## config.mk

```make
export PLATFORM = sky130hd
export DESIGN_NAME = mem_access_unit
export DESIGN_NICKNAME = d
export VERILOG_FILES = /design/src/rtl/mem_access_unit_pkg.sv /design/src/rtl/mau_watchdog.sv /design/src/rtl/mem_access_unit.sv
export SDC_FILE = /design/constraint.sdc
export NUM_CORES = 1
export LEC_CHECK = 0
export BUFFER_PORTS_ARGS = -buffer_cell sky130_fd_sc_hd__buf_4
export CAP_MARGIN = 40
export CORE_UTILIZATION = 41
export CTS_CLUSTER_DIAMETER = 120
export DETAILED_ROUTE_END_ITERATION = 12
export HOLD_SLACK_MARGIN = 0.06
export PLACE_DENSITY_LB_ADDON = 0.3
export SLEW_MARGIN = 15
export SYNTH_ARGS = -nofsm -noshare
export SYNTH_HDL_FRONTEND = slang
export SYNTH_SLANG_ARGS = --single-unit
```

## constraint.sdc

```tcl
create_clock -name clk -period 1.7 [get_ports clk]
set_clock_uncertainty 0.1 [all_clocks]
set_input_delay 0.255 -clock clk [delete_from_list [all_inputs] [get_ports clk]]
set_output_delay 0.255 -clock clk [all_outputs]
set_load 0.01 [all_outputs]
```

## src/rtl/mem_access_unit_pkg.sv

```systemverilog
// Shared types and constants for the memory access unit: FSM state encoding,
// request kinds, watchdog limit and the fixed-priority request arbiter.
package mem_access_unit_pkg;

   typedef enum logic [2:0] {
      IDLE  = 3'd0,
      FETCH = 3'd1,
      LOAD  = 3'd2,
      STORE = 3'd3,
      ERR   = 3'd4
   } mau_state_e;

   typedef enum logic [1:0] {
      KIND_NONE  = 2'd0,
      KIND_FETCH = 2'd1,
      KIND_LOAD  = 2'd2,
      KIND_STORE = 2'd3
   } req_kind_e;

   localparam logic [7:0] MAU_TIMEOUT_LIMIT = 8'd255;

   // Fixed priority fetch > load > store; losing strobes are simply dropped.
   function automatic req_kind_e arbitrate(input logic fetch, input logic rd, input logic wr);
      if (fetch)   return KIND_FETCH;
      else if (rd) return KIND_LOAD;
      else if (wr) return KIND_STORE;
      else         return KIND_NONE;
   endfunction

   function automatic mau_state_e kind_to_state(input req_kind_e kind);
      case (kind)
         KIND_FETCH: return FETCH;
         KIND_LOAD:  return LOAD;
         KIND_STORE: return STORE;
         default:    return IDLE;
      endcase
   endfunction

endpackage

```

## src/rtl/mau_watchdog.sv

```systemverilog
// Bus watchdog for mem_access_unit; only built when MEM_ACCESS_TIMEOUT_EN is defined.
// Counts stalled valid cycles and flags the cycle whose edge reaches the limit.
`ifdef MEM_ACCESS_TIMEOUT_EN
module mau_watchdog
   import mem_access_unit_pkg::*;
(
   input  logic clk,
   input  logic resetn,
   input  logic clear,
   input  logic tick,
   output logic expired
);

   logic [7:0] count;

   always_ff @(posedge clk) begin
      if (!resetn)    count <= 8'd0;
      else if (clear) count <= 8'd0;
      else if (tick)  count <= count + 8'd1;
   end

   // This stalled cycle is the one that brings the count to the limit.
   assign expired = tick && (count == MAU_TIMEOUT_LIMIT - 8'd1);

endmodule
`endif

```

## src/rtl/mem_access_unit.sv

```systemverilog
// Single-outstanding memory access unit bridging fetch/load/store strobes to a
// valid/ready bus. Optional watchdog enabled by defining MEM_ACCESS_TIMEOUT_EN.
module mem_access_unit
   import mem_access_unit_pkg::*;
(
   input  logic        clk,
   input  logic        resetn,
   input  logic [31:0] pc,
   input  logic [31:0] alu_out,
   input  logic [31:0] wdata,
   input  logic        fetch_req,
   input  logic        rd_req,
   input  logic        wr_req,
   output logic        busy,
   output logic        done,
   output logic [31:0] instr,
   output logic [31:0] mdr,
   output logic        mem_valid,
   output logic        mem_we,
   output logic [31:0] mem_addr,
   output logic [31:0] mem_wdata,
   input  logic        mem_ready,
   input  logic [31:0] mem_rdata,
   output logic        misaligned,
   output logic        timeout
);

   mau_state_e  state, state_d;
   req_kind_e   req_kind;
   logic [31:0] sel_addr;
   logic        wdog_expired;

   logic        mem_valid_d, mem_we_d, done_d, misaligned_d;
   logic [31:0] mem_addr_d, mem_wdata_d, instr_d, mdr_d;

   assign req_kind = arbitrate(fetch_req, rd_req, wr_req);
   assign sel_addr = (req_kind == KIND_FETCH) ? pc : alu_out;

   always_comb begin
      // NOTE: every signal gets its hold value first so no path can infer a latch.
      state_d      = state;
      mem_valid_d  = mem_valid;
      mem_we_d     = mem_we;
      mem_addr_d   = mem_addr;
      mem_wdata_d  = mem_wdata;
      instr_d      = instr;
      mdr_d        = mdr;
      misaligned_d = misaligned;
      done_d       = 1'b0;

      case (state)
         IDLE: begin
            if (req_kind != KIND_NONE) begin
               if (sel_addr[1:0] != 2'b00) begin
                  state_d      = ERR;
                  misaligned_d = 1'b1;
               end else begin
                  state_d     = kind_to_state(req_kind);
                  mem_valid_d = 1'b1;
                  mem_addr_d  = sel_addr;
                  mem_wdata_d = wdata;
                  mem_we_d    = (req_kind == KIND_STORE);
               end
            end
         end
         FETCH, LOAD, STORE: begin
            if (mem_valid && mem_ready) begin
               if (state == FETCH) instr_d = mem_rdata;
               if (state == LOAD)  mdr_d   = mem_rdata;
               state_d     = IDLE;
               mem_valid_d = 1'b0;
               mem_we_d    = 1'b0;
               done_d      = 1'b1;
            end else if (wdog_expired) begin
               state_d     = ERR;
               mem_valid_d = 1'b0;
               mem_we_d    = 1'b0;
            end
         end
         ERR: ;
         default: state_d = ERR;
      endcase
   end

   always_ff @(posedge clk) begin
      // NOTE: reset is synchronous; resetn only acts on a rising clock edge.
      if (!resetn) begin
         state      <= IDLE;
         busy       <= 1'b0;
         done       <= 1'b0;
         mem_valid  <= 1'b0;
         mem_we     <= 1'b0;
         mem_addr   <= 32'd0;
         mem_wdata  <= 32'd0;
         instr      <= 32'd0;
         mdr        <= 32'd0;
         misaligned <= 1'b0;
      end else begin
         // NOTE: non-blocking so every register samples pre-edge values.
         state      <= state_d;
         busy       <= (state_d != IDLE);
         done       <= done_d;
         mem_valid  <= mem_valid_d;
         mem_we     <= mem_we_d;
         mem_addr   <= mem_addr_d;
         mem_wdata  <= mem_wdata_d;
         instr      <= instr_d;
         mdr        <= mdr_d;
         misaligned <= misaligned_d;
      end
   end

`ifdef MEM_ACCESS_TIMEOUT_EN
   logic wdog_clear, wdog_tick;

   assign wdog_clear = (state == IDLE) && (req_kind != KIND_NONE);
   assign wdog_tick  = mem_valid && !mem_ready;

   mau_watchdog u_watchdog (
      .clk     (clk),
      .resetn  (resetn),
      .clear   (wdog_clear),
      .tick    (wdog_tick),
      .expired (wdog_expired)
   );

   always_ff @(posedge clk) begin
      if (!resetn)           timeout <= 1'b0;
      else if (wdog_expired) timeout <= 1'b1;
   end
`else
   assign wdog_expired = 1'b0;
   assign timeout      = 1'b0;
`endif

endmodule

```

Yosys cells after proc, flatten, opt, wreduce, memory -nomap -nowiden --
Index checks and enable logic that the tools add are counted.
Word-level totals: word-level logic and storage cells 51, bits of input ports 134, output and inout bits 134, register bits 136
Operators by class: bitwise gates (word level) 1, mux-type cells 17, reductions and logical operators 13, eq/ne operators 10
Operators by type and width (number):
- 32-bit two-way mux | 1
- 3-bit AND reduction | 4
- 3-bit two-way mux | 3
- 3-bit one-hot mux with 3 select lines | 1
- 3-bit by 2-bit equality test with 1-bit output (second input constant) | 2
- 1-bit two-way mux | 6
- 2-bit two-way mux | 3
- 2-bit inequality test (second input constant) | 3
- 2-bit one-hot mux with 3 select lines | 1
- 2-bit nonzero test | 3
- 2-bit equality test (second input constant) | 2
- 1-bit one-hot mux with 2 select lines | 2
- 4-bit AND reduction | 1
- 3-bit by 1-bit equality test with 1-bit output (second input constant) | 1
- 3-bit equality test (second input constant) | 1
- 3-bit zero test | 1
- 3-bit nonzero test | 1
- 3-bit OR reduction | 1
- 2-bit by 1-bit equality test with 1-bit output (second input constant) | 1
- 2-bit AND reduction | 1
- 1-bit logical AND | 1
- 1-bit inverter | 1

Longest topological paths before layout --
Gate-level depths: netlist of the first run.
depth in word-level cells 10, gate-level depth with buffers 7, mapped depth without buffers 4

Worst setup path after synthesis of the first run --
Ideal clock, no wire load.
path kind register to register, start register mem_valid, end register instr[10], path buffers 2, cell stages (with the launch flop) 7, data required time 1.468 ns, arrival 1.456 ns, path slack 0.011 ns, clock period less this slack 1.689 ns, library setup time 0.132 ns, path through dfxtp_1 -> nand2_1 -> or4b_1 -> clkbuf_1 -> clkbuf_1 -> nand2_1 -> a21oi_1
Between the ends: word-level cells in the longest chain between the ends 2
Ends and longest elaborated chain:
- from (decl) | RTL line mem_access_unit.sv:18 | output logic mem_valid,
- from (signal assigned) | RTL line mem_access_unit.sv:103 | mem_valid <= mem_valid_d;
- 1-bit logical AND | RTL line mem_access_unit.sv:67 | if (mem_valid && mem_ready) begin
- 3-bit AND reduction (no line)
- to (signal assigned) | RTL line mem_access_unit.sv:107 | instr <= instr_d;
- to (decl) | RTL line mem_access_unit.sv:16 | output logic [31:0] instr,
No other way between the ends. A chain may end at the register's enable or synchronous reset.

Final worst setup path of the first run --
start register mem_valid, end register mdr[5]
Between the ends: word-level cells in the longest chain between the ends 2
Ends and longest elaborated chain:
- 1-bit logical AND | RTL line mem_access_unit.sv:67
- 3-bit AND reduction (no line)
- to (signal assigned) | RTL line mem_access_unit.sv:108 | mdr <= mdr_d;
- to (decl) | RTL line mem_access_unit.sv:17 | output logic [31:0] mdr,
No other way between the ends.

==> flow_summary.ini, run 1 <==
[yosys]
synth_fp_nets = 733
ys_seq_elements = 136
synthDistinctLibCells = 30
synth.top_cells.by_area = sky130_fd_sc_hd__dfxtp_1 (52%), sky130_fd_sc_hd__nand2_1 (14%), sky130_fd_sc_hd__a21oi_1 (9.4%)
yosysWarningCount = 0
synth-main-ff-cell = sky130_fd_sc_hd__dfxtp_1
synth-edff-count = 0
avgSynthCellArea_um2 = 8.719
synthDominantAreaCellType = sky130_fd_sc_hd__dfxtp_1
yosysSeqAreaShare_pct = 52.13
synth-async-reset-ratio_pct = 0
syn-instance-count = 599
post_synth_instance_area_um2 = 5223
yosysTopAreaCellShare_pct = 52.13

[pwr]
leakagePower_uw = 0.003837
p_int_uw = 6067
sequentialPowerShare_pct = 42.6
p_sw_share_pct = 23.00
comb_power_share_pct = 14.7
p_switching_uw = 1812
vdd_drop_max_uv = 600.4
power_density_nw_per_um2 = 876.8
clock_power_share_pct = 42.7

[critical_path]
path_cells = nand2_2, buf_4, nor4b_4, buf_4, buf_12, nand2_1, a21oi_1
cp_common_cell = sky130_fd_sc_hd__buf_4
timing.critical_path.arrival_ns = 1.86
critical_path_class = flop to flop
critPathBufInv = 3
worst_path_dominant_cell_family = buffers and inverters
setup.worst_path.end_class = flop
timing.critical_path.fanout_max = 16
critical-path-slowest-cell = sky130_fd_sc_hd__dfxtp_1
start_kind = flop
critical-path-max-stage-delay_ns = 0.36
crit_required_ns = 1.92

[grt]
antenna_found_initial = 0
grt_first_pass_wirelength_um = 25320
grt_util_all_layers_pct = 24.70
overflow = 0
grt_max_degree = 59
vias_in_the_first_global_route = 5517

[route]
ant_nets = 0
post_drt_via_cell_ratio = 5.050
post-route-drc-count = 0
wire_per_inst_um = 16.02
drt_iter0_markers = 361
detail_route.wirelength_um = 17900
route.vias.total = 5641
detailed_router_iteration_count_before_antenna_repair = 8

[sta]
min_period_ns = 1.642
post-route-period-util_pct = 96.57
report.final.hold_viol_count = 0
setup_viol = 0
achievable-frequency_mhz = 609.1
slew_violations = 0
worst_hold_slack_ns = 0.08124
rsz0062_at_grt = false
postLayoutSetupSlackWorst_ns = 0.05837
fin_tns_setup_ns = 0

[layout]
layout_commonest_cell = sky130_fd_sc_hd__buf_4
diodes = 0
design_area_um2 = 8986
layout-drive-gt1-share_pct = 38.67
mostFrequentLayoutCells = sky130_fd_sc_hd__buf_4 (277), sky130_fd_sc_hd__nand2_1 (193), sky130_fd_sc_hd__dfxtp_1 (136)
synthToLayoutAreaGrowth_pct = 72.07
design.final.nets = 1072

[die]
floorplan.core_area_um2 = 12210
ios = 268
floorplan.initialDensity_pct = 42.77
die_y_um = 114.9
die-width_um = 114.9
dieArea_um2 = 13190
rows = 40

[place]
place_area_um2 = 7470
dp_hpwl_um = 10870
place.gp.congestion = 0.7648
dpl_worst_slack_ns = 0.03528
port_buffers = 266

[cts]
clk_root_buffer_cell = sky130_fd_sc_hd__clkbuf_16
cts_htree_levels = 4
cts_num_sinks = 136
clk_transition_reported_paths_ns = 0.05
max-clock-path-buffers = 2
tritoncts = yes
clk-insertion-delay-late_ns = 0.40
numCtsBuffers = 17

[outcome]
status = completed

[worst_hold_path]
min_path_type = input pin to flop

[flow_run]
max_cap_violations = 0
## per-stage QoR
stage | total power [uW] | util (%) | cells
floorplan | 3833 | - | 599
global placement | 4307 | 61.17 | 1006
detailed placement | 4338 | 61.17 | 1006
CTS | 7800 | 71.06 | 1102
global route | 8168 | 73.59 | 1117
finish | 7879 | 73.59 | 1117
## synth_stat cells, types with 2 or more instances
cell                       count
sky130_fd_sc_hd__a211oi_2     30
sky130_fd_sc_hd__a21oi_1      98
sky130_fd_sc_hd__and3_1        2
sky130_fd_sc_hd__buf_2         7
sky130_fd_sc_hd__buf_4         3
sky130_fd_sc_hd__buf_6         5
sky130_fd_sc_hd__clkbuf_1     31
sky130_fd_sc_hd__dfxtp_1     136
sky130_fd_sc_hd__mux2i_1      30
sky130_fd_sc_hd__nand2_1     194
sky130_fd_sc_hd__nand3_1       3
sky130_fd_sc_hd__nor2_1       36
sky130_fd_sc_hd__nor2b_1       2
sky130_fd_sc_hd__nor4b_2       2
sky130_fd_sc_hd__o211ai_1      2
sky130_fd_sc_hd__or3_1         3
sky130_fd_sc_hd__or4b_1        2
## worst paths after layout
path	from	to	slack (ns)	cells past startpoint
max	mem_valid	mdr[5]	0.06	7
min	rd_req	mem_we	0.08	4
max reg2reg	mem_valid	mdr[5]	0.06	7
min reg2reg	mem_wdata[0]	mem_wdata[0]	0.36	2
## flip-flops by register name, indices dropped and copies added, names as in the netlist
register,flops
mem_addr,32
misaligned,1
busy,1
mem_valid,1
mdr,32
mem_wdata,32
instr,32
mem_we,1
state,3
done,1
## what timing repair did
action | in CTS | in global routing
setup endpoints to repair | 0 | 62
buffers inserted | 0 | 5
gates resized for setup | 0 | 8
endpoints found under the hold margin | 100 | 0
hold buffers | 66 | 0
## cells by family (layout without fill, tap and decap cells)
logic type / after synthesis / after routing / synth area share (%)
simple gates: 249 / 249 / 19.74
compound gates: 136 / 136 / 17.82
flops: 136 / 136 / 52.13
buf+inv: 47 / 397 / 4.480
mux: 30 / 30 / 5.750
other cells: 1 / 1 / 0.07180
## worst register-to-register path, cell delays in order, from the launching register on
cell and delay [ns]:
sky130_fd_sc_hd__dfxtp_1 0.36, sky130_fd_sc_hd__nand2_2 0.11, sky130_fd_sc_hd__buf_4 0.17, sky130_fd_sc_hd__nor4b_4 0.25
sky130_fd_sc_hd__buf_4 0.18, sky130_fd_sc_hd__buf_12 0.15, sky130_fd_sc_hd__nand2_1 0.07, sky130_fd_sc_hd__a21oi_1 0.17
## power groups by stage
stage,sequential (uW),clock [uW],combinational (uW)
5_1_grt,3360,3570,1230
3_5_place_dp,3420,0,921
4_1_cts,3350,3400,1050
6_report,3350,3370,1160
2_1_floorplan,3460,0,375
3_3_place_gp,3410,0,894
## cell type report
class	count	area, um^2
multi-input cells	416	2306
clock inverters	2	10.01
clock buffers	28	536.8
flip-flops and latches	136	2723
fillers	881	3226
inverters	1	6.256
well taps	168	210.2
repair buffers	366	3194
## metal layers
metal / up-vias / GRT usage (%) / part of all wire, %
met5: - / 0 / 0
met4: 0 / 15.50 / 4.4
met3: 63 / 7.116 / 6.3
met2: 253 / 45.58 / 52
met1: 2645 / 24.27 / 37
li1: 2680 / - / -
No activity file was read; power rests on OpenSTA's default activity.
==> inputs of run 2 (changes only) <==
Settings changed: RECOVER_POWER set to 25.
==> run 2 against run 1 <==
Compared with the run above: register-to-register slack is essentially flat; first-iteration DRC count grew 7.8%; maximum frequency grew 0.71%; clock power is essentially flat; utilization shrank 2.0 points; non-clock buffer count is the same; count of clock-buffer cells in the layout is the same; global-route usage is the same; sequential power is essentially flat; combinational power is essentially flat; sequential share of layout area grew 0.85 points.
==> flow_summary.ini, run 2 (synthesis results as in run 1) <==
[die]
dieArea_um2 = 13190
floorplan.core_area_um2 = 12210
die-width_um = 114.9
floorplan.initialDensity_pct = 42.77
rows = 40
ios = 268
die_y_um = 114.9

[place]
dp_hpwl_um = 10870
port_buffers = 266
place.gp.congestion = 0.7648
place_area_um2 = 7470

[worst_hold_path]
timing.hold.worst_endpoint = mem_we
hold_path_startpoint = rd_req
worstHoldPathCells = 4
min_path_type = input pin to flop

[critical_path]
critical-path-max-stage-delay_ns = 0.36
rr_startpoint = mem_valid
timing.critical_path.fanout_max = 16
critical_path_class = flop to flop
timing.critical_path.arrival_ns = 1.85
setup.worst_path.end_class = flop
critical_path.reg2reg.endpoint = mdr[5]
critical-path-slowest-cell = sky130_fd_sc_hd__dfxtp_1
reg2reg_setup_slack_ns = 0.07
start_kind = flop
path_cells = nand2_2, buf_4, nor4b_4, buf_4, buf_12, nand2_1, a21oi_1
reg2reg_depth = 7
cp_common_cell = sky130_fd_sc_hd__buf_4
crit_required_ns = 1.92

[grt]
grt_max_degree = 59
grt_util_all_layers_pct = 24.70
grt_first_pass_wirelength_um = 25320
antenna_found_initial = 0
vias_in_the_first_global_route = 5517
overflow = 0

[route]
drt_iter0_markers = 389
wire_per_inst_um = 16.09
wl_met2_um = 9294
detail_route.wirelength_um = 17970
route.vias.total = 5604
wirelength_met1_um = 6709
post-route-drc-count = 0
detailed_router_iteration_count_before_antenna_repair = 6
top_layer_used = met4
post_drt_via_cell_ratio = 5.017
ant_nets = 0
met3_wirelength_um = 1149

[sta]
achievable-frequency_mhz = 613.5
fin_tns_setup_ns = 0
rsz0062_at_grt = false
post-route-period-util_pct = 95.88
report.final.hold_viol_count = 0
min_period_ns = 1.630
slew_violations = 0
setup_viol = 0

[cts]
clk-insertion-delay-late_ns = 0.41
numCtsBuffers = 17
clk_root_buffer_cell = sky130_fd_sc_hd__clkbuf_16
cts_htree_levels = 4
tritoncts = yes
clk_transition_reported_paths_ns = 0.06
max-clock-path-buffers = 2
cts_num_sinks = 136

[flow_run]
max_cap_violations = 0

[layout]
layout_commonest_cell = sky130_fd_sc_hd__buf_4
nFillCells = 953
layout-drive-gt1-share_pct = 31.82
synthToLayoutAreaGrowth_pct = 67.39
design.final.nets = 1072
diodes = 0
final_util_pct = 71.59
design_area_um2 = 8742
mostFrequentLayoutCells = sky130_fd_sc_hd__buf_4 (212), sky130_fd_sc_hd__nand2_1 (193), sky130_fd_sc_hd__dfxtp_1 (136)

[outcome]
status = completed

[pwr]
leakagePower_uw = 0.003562
power_density_nw_per_um2 = 897.1
vdd_drop_max_uv = 599.6
[run 2: report_power, final]
group	total (uW)	switching, uW	internal [uW]
combinational	1130	504	623
sequential	3350	60.2	3290
clock	3360	1240	2120
[run 2: metrics by stage]
stage | instances | power, uW | hold slack (ns) | worst slack, ns
floorplan | 599 | 3833 | 0.2910 | 0.01132
global placement | 1006 | 4307 | 0.3419 | 0.06861
detailed placement | 1006 | 4338 | 0.3466 | 0.03528
CTS | 1102 | 7800 | 0.06274 | 0.01286
global route | 1117 | 8134 | 0.07321 | 0.006283
finish | 1117 | 7842 | 0.08505 | 0.06996
[run 2: what timing repair did]
item,CTS,global route
endpoints found under the setup margin,0,62
hold endpoints to repair,100,0
hold buffers,66,0
gates resized for setup,0,8
buffers inserted,0,5
[run 2: area by class of cell]
type,instances,area [um^2],area share [%]
sequential,136,2723,31.14
inverter,1,6.256,0.07156
timing repair buffer,366,2950,33.75
tap,168,210.2,2.404
clock buffer,28,536.8,6.140
clock inverter,2,10.01,0.1145
multi-input combinational,416,2306,26.38
[run 2: worst max-delay path by stage]
stage | start | end | cells past startpoint
after floorplan | mem_valid | instr[10] | 6
after global placement | fetch_req | busy | 5
after detailed placement | fetch_req | mem_addr[6] | 6
after CTS | alu_out[1] | mem_addr[6] | 7
after global routing | mem_valid | mdr[5] | 7
final | mem_valid | mdr[5] | 7
[run 2: worst max-delay path, delay by kind of cell (launching register included)]
| kind | cells | cell delay, ns |
|---|---|---|
| AO/OA/AOI/OAI | 1 | 0.16 |
| buffers and inverters | 3 | 0.50 |
| flip-flops | 1 | 0.36 |
| AND/OR/NAND/NOR | 3 | 0.42 |
[run 2: per-layer routing]
layer,vias to the layer above,global-route usage [%]
li1,2685,-
met1,2607,24.27
met2,247,45.58
met3,65,7.116
met4,0,15.50
met5,-,0
==> inputs of run 3 (changes only) <==
Settings changed: ABC_CLOCK_PERIOD_IN_PS set to 1500, CORE_UTILIZATION 41 to 45.
Clock period 1.7 ns to 1.5 ns, I/O delays scaled along.
==> run 3 against run 2 <==
Compared with the run above: the run now ends with negative setup slack left; hold slack improved by 0.0037 ns; routed wire length rose by 3.3%; non-clock buffer count fell by 3; clock power rose by 8.3%; register-to-register slack got worse by 0.13 ns; maximum frequency rose by 4.4%; critical endpoint is now mdr[9].
==> flow_summary.ini, run 3 (synthesis results as in run 1) <==
[outcome]
status = finished with violations
violated_checks = negative setup slack

[route]
post-route-drc-count = 0
detail_route.wirelength_um = 18560
post_drt_via_cell_ratio = 5.214
drt_iter0_markers = 566
route.vias.total = 5683
detailed_router_iteration_count_before_antenna_repair = 5
wire_per_inst_um = 17.03
ant_nets = 0

[layout]
multi_input_comb_area_um2 = 2531
design.final.nets = 1069
layout_commonest_cell = sky130_fd_sc_hd__buf_4
mostFrequentLayoutCells = sky130_fd_sc_hd__buf_4 (242), sky130_fd_sc_hd__nand2_1 (172), sky130_fd_sc_hd__dfxtp_1 (132)
layout-drive-gt1-share_pct = 40.72
seqCellArea_um2 = 2733
nFillCells = 686
synthToLayoutAreaGrowth_pct = 70.58
final_util_pct = 80.42

[critical_path]
critical-path-slowest-cell = sky130_fd_sc_hd__or4b_4
critPathBufInv = 1
setup.worst_path.end_class = flop
rr_startpoint = mem_valid
critical_path_class = flop to flop
timing.critical_path.fanout_max = 32
timing.critical_path.arrival_ns = 1.75
path_cells = nand2_4, or4b_4, buf_12, nand2_1, a21oi_2
start_kind = flop
reg2reg_setup_slack_ns = -0.06
critical_path.reg2reg.endpoint = mdr[9]
crit_required_ns = 1.69
reg2reg_depth = 5
critical-path-max-stage-delay_ns = 0.49
worst_path_dominant_cell_family = simple AND/OR/NAND/NOR gates

[grt]
grt_max_degree = 72
vias_in_the_first_global_route = 5764
grt_first_pass_wirelength_um = 26320
antenna_found_initial = 2
grt_util_all_layers_pct = 28.64
overflow = 0

[sta]
rsz0062_at_grt = true
setup_viol = 31
postLayoutSetupSlackWorst_ns = -0.06192
achievable-frequency_mhz = 640.2
post-route-period-util_pct = 104.1
min_period_ns = 1.562
slew_violations = 0
fin_tns_setup_ns = -0.5005
report.final.hold_viol_count = 0
worst_hold_slack_ns = 0.08877

[die]
ios = 268
die-width_um = 109.7
dieArea_um2 = 12040
floorplan.core_area_um2 = 11080
rows = 38
floorplan.initialDensity_pct = 47.14
die_y_um = 109.7

[place]
dp_hpwl_um = 10860
port_buffers = 266
place.gp.congestion = 0.8258

[pwr]
p_switching_uw = 2170
comb_power_share_pct = 14.7
vdd_drop_max_uv = 667.8
power_density_nw_per_um2 = 980.1
clock_power_share_pct = 41.7
p_int_uw = 6561
p_sw_share_pct = 24.85
sequentialPowerShare_pct = 43.6
leakagePower_uw = 0.003711

[cts]
cts_htree_levels = 4
numCtsBuffers = 17
clk_transition_reported_paths_ns = 0.06
max-clock-path-buffers = 2
tritoncts = yes
clk-insertion-delay-late_ns = 0.41
clk_root_buffer_cell = sky130_fd_sc_hd__clkbuf_16
cts_num_sinks = 136

[worst_hold_path]
min_path_type = input pin to flop
worstHoldPathCells = 3
hold_path_startpoint = alu_out[3]
timing.hold.worst_endpoint = mem_addr[3]

[flow_run]
max_cap_violations = 0
[run 3: how the worst max path moves through the flow]
stage / depth (start not counted) / to / startpoint / slack [ns]
CTS: 5 / mdr[9] / mem_valid / -0.04
global placement: 5 / busy / rd_req / -0.08
finish: 5 / mdr[9] / mem_valid / -0.06
floorplan: 6 / instr[10] / mem_valid / -0.02
detailed placement: 6 / mem_addr[18] / rd_req / -0.09
global route: 5 / mdr[9] / mem_valid / -0.10
[run 3: routing by layer]
layer / track usage (%) / vias to the layer above / wire (um)
met4: 19.33 / 0 / 1027
met1: 27.74 / 2597 / 6603
li1: - / 2674 / -
met5: 0 / - / 0
met3: 9.425 / 89 / 1367
met2: 51.57 / 323 / 9565
[run 3: timing repair]
action	4_1_cts	5_1_grt
hold buffers	65	0
pin swaps	2	36
cloned	1	3
resized for setup	4	63
setup endpoints to repair	73	129
buffers inserted	0	1
endpoints found under the hold margin	99	0
[run 3: tightest hold or removal path: cells and delay by family]
family          cells  cell delay [ns]
buf+inv             1             0.07
compound gates      1             0.20
mux                 1             0.07
[run 3: cell type report]
cell class	count	area share, %
antenna	2	0.05618
clock buffer	23	5.140
multi-input combinational	416	28.41
clock inverter	9	0.5758
sequential	136	30.67
timing repair buffer	363	33.10
inverter	1	0.07022
tap	140	1.966
[run 3: metrics by stage]
stage | power (uW) | instances | cell area (um^2) | worst slack [ns]
after floorplan | 4366 | 599 | 5341 | -0.01778
after global placement | 4930 | 986 | 7553 | -0.08283
after detailed placement | 4966 | 986 | 7553 | -0.08691
after CTS | 8719 | 1084 | 8763 | -0.03938
after global routing | 9049 | 1090 | 8909 | -0.1006
final | 8731 | 1090 | 8909 | -0.06192
[run 3: power by group through the flow]
stage | registers [uW] | clock network [uW] | logic (uW)
finish | 3810 | 3640 | 1280
global route | 3820 | 3860 | 1370
CTS | 3800 | 3660 | 1260
detailed placement | 3880 | 0 | 1090
global placement | 3870 | 0 | 1060
floorplan | 3920 | 0 | 443
